`config.mk`:
```
export PLATFORM = sky130hd
export DESIGN_NAME = w5300_err_monitor
export DESIGN_NICKNAME = d
export VERILOG_FILES = /design/src/rtl/w5300_err_monitor.sv
export SDC_FILE = /design/constraint.sdc
export NUM_CORES = 1
export LEC_CHECK = 0
export ABC_AREA = 0
export CAP_MARGIN = 15
export CORE_UTILIZATION = 30
export CTS_CLUSTER_SIZE = 12
export DETAILED_ROUTE_END_ITERATION = 16
export HOLD_SLACK_MARGIN = 0.02
export REMOVE_ABC_BUFFERS = 1
export SLEW_MARGIN = 30
export SYNTH_ARGS = -nofsm -noshare
export SYNTH_HDL_FRONTEND = slang
export SYNTH_SLANG_ARGS = --single-unit
```
`constraint.sdc`:
```
create_clock -name clk -period 4.09 [get_ports clk]
set_clock_uncertainty 0.05 [all_clocks]
set_input_delay 0.818 -clock clk [delete_from_list [all_inputs] [get_ports clk]]
set_output_delay 0.818 -clock clk [all_outputs]
set_load 0.05 [all_outputs]
```
`src/rtl/w5300_err_monitor.sv`:
```
// w5300_err_monitor: W5300 init/bus watchdogs with sticky active-low error flags; optional auto-clear via W5300_ERR_AUTOCLR_EN
module w5300_err_monitor #(
  parameter logic [31:0] INIT_TIMEOUT = 32'd50_000_000,
  parameter logic [31:0] BUS_TIMEOUT = 32'd256,
  parameter int CNT_W = 8
`ifdef W5300_ERR_AUTOCLR_EN
  , parameter logic [31:0] AUTOCLR_CYCLES = 32'd100_000_000
`endif
) (
  input  logic             clk,
  input  logic             rst_n,
  input  logic             init_done,
  input  logic             init_fail,
  input  logic             bus_req,
  input  logic             bus_ack,
  input  logic             sock_err,
  input  logic             clr_err,
  output logic [2:0]       err_n,
  output logic             init_ok,
  output logic             bus_busy,
  output logic [CNT_W-1:0] err_count
);
  typedef enum logic [1:0] {INIT_WAIT, INIT_OK, INIT_FAIL} init_st_t;
  typedef enum logic {BUS_IDLE, BUS_WAIT} bus_st_t;
  init_st_t init_st, init_nxt;
  bus_st_t bus_st, bus_nxt;
  logic [31:0] init_cnt, bus_cnt;
  logic init_ev, bus_ev, auto_clr;
  logic [2:0] ev;
  logic [CNT_W:0] cnt_sum;
  // Detect error events and compute next FSM states; fail beats done, ack beats expiry
  always_comb begin
    init_ev = (init_st == INIT_WAIT && (init_fail || (!init_done && init_cnt == INIT_TIMEOUT - 1)))
              || (init_st == INIT_OK && init_fail);
    init_nxt = init_st == INIT_WAIT ? (init_ev ? INIT_FAIL : init_done ? INIT_OK : INIT_WAIT)
             : (init_st == INIT_FAIL && init_done) ? INIT_OK : init_st;
    bus_ev = bus_st == BUS_WAIT && !bus_ack && bus_cnt == BUS_TIMEOUT - 1;
    bus_nxt = bus_st == BUS_IDLE ? (bus_req ? BUS_WAIT : BUS_IDLE)
            : (bus_ack || bus_ev) ? BUS_IDLE : BUS_WAIT;
    ev = {sock_err, bus_ev, init_ev};
    cnt_sum = {1'b0, err_count} + (CNT_W+1)'(ev[0]) + (CNT_W+1)'(ev[1]) + (CNT_W+1)'(ev[2]);
  end
  // FSM state registers
  always_ff @(posedge clk or negedge rst_n) begin
    if (!rst_n) begin
      init_st <= INIT_WAIT;
      bus_st <= BUS_IDLE;
    end else begin
      init_st <= init_nxt;
      bus_st <= bus_nxt;
    end
  end
  // Init watchdog counts only while waiting for init to complete
  always_ff @(posedge clk or negedge rst_n) begin
    if (!rst_n) init_cnt <= '0;
    else if (init_st == INIT_WAIT) init_cnt <= init_cnt + 1;
  end
  // Bus watchdog restarts on a request accepted in idle, runs while waiting
  always_ff @(posedge clk or negedge rst_n) begin
    if (!rst_n) bus_cnt <= '0;
    else if (bus_st == BUS_IDLE && bus_req) bus_cnt <= '0;
    else if (bus_st == BUS_WAIT) bus_cnt <= bus_cnt + 1;
  end
`ifdef W5300_ERR_AUTOCLR_EN
  logic [31:0] quiet_cnt;
  assign auto_clr = ~|ev && !clr_err && err_n != 3'b111 && quiet_cnt == AUTOCLR_CYCLES - 1;
  // Quiet timer: runs while any flag is set, restarts on any error or clear
  always_ff @(posedge clk or negedge rst_n) begin
    if (!rst_n) quiet_cnt <= '0;
    else quiet_cnt <= (|ev || clr_err || auto_clr) ? '0 : err_n != 3'b111 ? quiet_cnt + 1 : quiet_cnt;
  end
`else
  assign auto_clr = 1'b0;
`endif
  // Sticky flags: a new error in the clear cycle still sets its bit; count saturates
  always_ff @(posedge clk or negedge rst_n) begin
    if (!rst_n) begin
      err_n <= 3'b111;
      err_count <= '0;
    end else begin
      err_n <= ((clr_err || auto_clr) ? 3'b111 : err_n) & ~ev;
      err_count <= cnt_sum[CNT_W] ? '1 : cnt_sum[CNT_W-1:0];
    end
  end
  assign init_ok = init_st == INIT_OK;
  assign bus_busy = bus_st == BUS_WAIT;
endmodule

```
==> metrics.txt <==
Post-Layout Inst Area=4540 µm²; Crit Path Max Fanout=6; WS Path Type=reg -> reg; Netlist Area Pre-Place=between 3000 and 4000 µm²; WL per Instance=13.9 µm; P_sw=0.655 mW; cell family with most CP delay=simple AND/OR/NAND/NOR gates; leak pwr=2.05 nW; Die W=116 µm; die area=13400 µm²; hold crit path type=reg -> reg; Fill cells=1275; gpl congestion=between 0.7 and 0.8; Die Height=116 µm; sequential cell area fraction in the yosys report=50.3%; sequential share of power=a little over two fifths; Overflow after GRT=0; hold slack=0.435 ns; Storage cell area=1960 µm²; DR WL met3=around 240 µm; CTS Hold Buffers Added=0; antenna viol nets, final=0; clk slew on worst S/H paths=approximately 0.06 ns; io pins=21; Pwr Density=464 nW/µm²; Crit. End Element=register; post-synth top area share=48.3%; antenna violations before repair=0; Final Critical Period=3.40 ns; CP Cell Sequence=nor4_1, nand4_1, nor4_1, fa_1, ha_1, fa_1, and3_1, nand3_1, nand2_1; setup TNS=0 ns; Required @ worst endpoint=approximately 4.3 ns; Initial Utilization=a little under a third; count of final hold-check violations=0; post-CTS setup repair buffer count=0; synth unique cells=between 40 and 50; area leader, netlist=dfrtp_1; RSZ-0062 raised after global routing=false; global-route wire length before repair=13500 µm; Multi-input gate area=1840 µm²; WL met2=3810 µm; HPWL Detailed=~5400 µm; H-Tree Level Count=3; ant diodes=0; Total Power=2.11 mW; DRC Markers=0; Critical Path Source Type=register; max-cap violations=0; dpl cell area=4250 µm²; FF+latch count, synth=78; Rel. slew slack=a little under two fifths; TritonCTS clock tree=built; f_max=294 MHz; Slew Limit Fails=0; critical path data arrival time=between 3 and 4 ns; min-delay src=init_cnt[15]; Overall Global Routing Usage=12.9%; clk buf depth=2; Rows=41; Synth warnings=0; Port-buffer cells=20; CP Launch Point=bus_cnt[24]; DR vias/cell=4.95; TritonCTS Sinks=78; reg2reg start=bus_cnt[24]; vias in the first global route=roughly 2700; Top Layer Used=met4; switching share of power=a little under a third; final setup violation count=0; post_cts resized=0; DRT Pass-1 Iters=4; internal power=1.45 mW; leading post-synthesis cells by cell area=dfrtp_1, mux2i_1, nand2_1; P&R area growth vs syn=16.9%; Comb power frac=between 20% and 30%; post-synthesis cell count=375; largest net degree at the start of global routing=between 70 and 80; share of layout cells above drive strength 1=8.68%; routed wire length=7960 µm; clock power share=36.3%; Clock Latency Late Sink=0.34 ns; run status=finished clean; Core ar.=~13000 µm²; DRT met1 WL=3810 µm; peak supply drop=266 µV; total CTS buffers=9; Synth Area per Inst=10.4 µm²; CP peak stage delay=around 0.51 ns; drt initial violations=roughly 140; root buf cell=clkbuf_16; vias=2848; Final Cycle Share=83.2%; Nets=approximately 410; CP max stage cell=nor4_1; Slew @ Worst Pin=just over 0.9 ns; CP bufs+invs=0
per-layer routing:
layer	vias up	global-route usage, %
li1	1392	-
met1	1414	17.1
met2	34	20.6
met3	8	3.35
met4	0	3.93
met5	-	0
metrics by stage:
stage / setup WS (ns) / std cells / utilization (%)
global route: 0.430 / 575 / 36.0
CTS: 0.614 / 575 / 36.0
global placement: 0.291 / 559 / 33.7
finish: 0.688 / 575 / 36.0
floorplan: 1.04 / 367 / -
detailed placement: 0.254 / 559 / 33.7
cell type report:
cell class	instances	area share (%)
Timing Repair Buffer	20	4.43
Sequential cell	78	43.0
Clock buffer	13	5.95
Tap cell	172	4.74
Inverter	11	0.909
Clock inverter	3	0.386
Multi-Input combinational cell	278	40.5
registers in the layout, indices dropped and copies added (netlist names):
| name | count |
|---|---|
| bus_cnt | 32 |
| err_count | 8 |
| bus_busy | 1 |
| init_cnt | 32 |
| init_st | 2 |
| err_n | 3 |
kinds of logic (layout without fill, tap and decap cells):
kind of cell	count (synthesis)	in the layout	synth area share (%)
buf+inv	19	47	2.32
compound gates	21	21	3.35
xor+xnor	35	35	7.89
simple gates	190	190	27.1
flops	78	78	50.3
mux	26	26	6.73
fa+ha+maj	6	6	2.32
synthesized netlist by cell type:
master,instances
dfrtp_1,75
nand2_1,51
nand4_1,30
mux2i_1,25
nand3_1,25
xor2_1,21
nor2_1,19
nor4_1,15
xnor2_1,14
inv_1,11
nor3_1,11
and3_1,9
nor3_2,8
o21ai_0,6
a21oi_1,5
and2_1,4
ha_1,4
nand2b_1,4
and4_1,3
clkbuf_1,3
dfstp_2,3
o211ai_1,3
o31ai_1,3
a21o_1,2
buf_2,2
buf_6,2
fa_1,2
or3_1,2
a22o_1,1
a31oi_1,1
and4bb_2,1
clkbuf_2,1
mux2_2,1
nand3b_1,1
nand4_2,1
nor2b_1,1
nor4_2,1
nor4_4,1
nor4b_1,1
or4_2,1
or4_4,1
worst paths after layout:
| path | end | slack, ns | cells after the start |
|---|---|---|---|
| max reg2reg | err_count[2] | 0.69 | 9 |
| min in group asynchronous | bus_cnt[28] | 0.45 | 1 |
| min reg2reg | init_cnt[15] | 0.43 | 1 |
| max | err_count[2] | 0.69 | 9 |
| max in group asynchronous | init_cnt[17] | 3.03 | 1 |
| min | init_cnt[15] | 0.43 | 1 |
power by group through the flow:
stage	sequential (mW)	combinational, mW	clock, mW
2_1_floorplan	1.05	0.148	0
3_3_place_gp	0.934	0.413	0
3_5_place_dp	0.934	0.426	0
4_1_cts	0.922	0.425	0.783
5_1_grt	0.933	0.458	0.820
6_report	0.922	0.420	0.764
worst register-to-register path: cells and delay by family, from the launching register on:
family / cells / cell delay, ns
simple gates: 6 / 1.64
fa+ha+maj: 3 / 1.17
flops: 1 / 0.41
cell usage in the layout, fill, tap and decap left out, drive strengths merged, types with 2 or more instances in the layout:
| master | instances |
|---|---|
| nor2 | 19 |
| xnor2 | 14 |
| clkinv | 2 |
| o31ai | 3 |
| inv | 11 |
| and3 | 9 |
| nand2b | 4 |
| o21ai | 6 |
| ha | 4 |
| a21o | 2 |
| and2 | 4 |
| and4 | 3 |
| nor4 | 17 |
| o211ai | 3 |
| clkbuf | 13 |
| a21oi | 5 |
| dfstp | 3 |
| dfrtp | 75 |
| or4 | 2 |
| nor3 | 19 |
| xor2 | 21 |
| nand3 | 25 |
| clkdlybuf4s50 | 19 |
| fa | 2 |
| mux2i | 25 |
| or3 | 2 |
| nand2 | 51 |
| nand4 | 31 |
No activity file was read; power rests on OpenSTA's default activity.
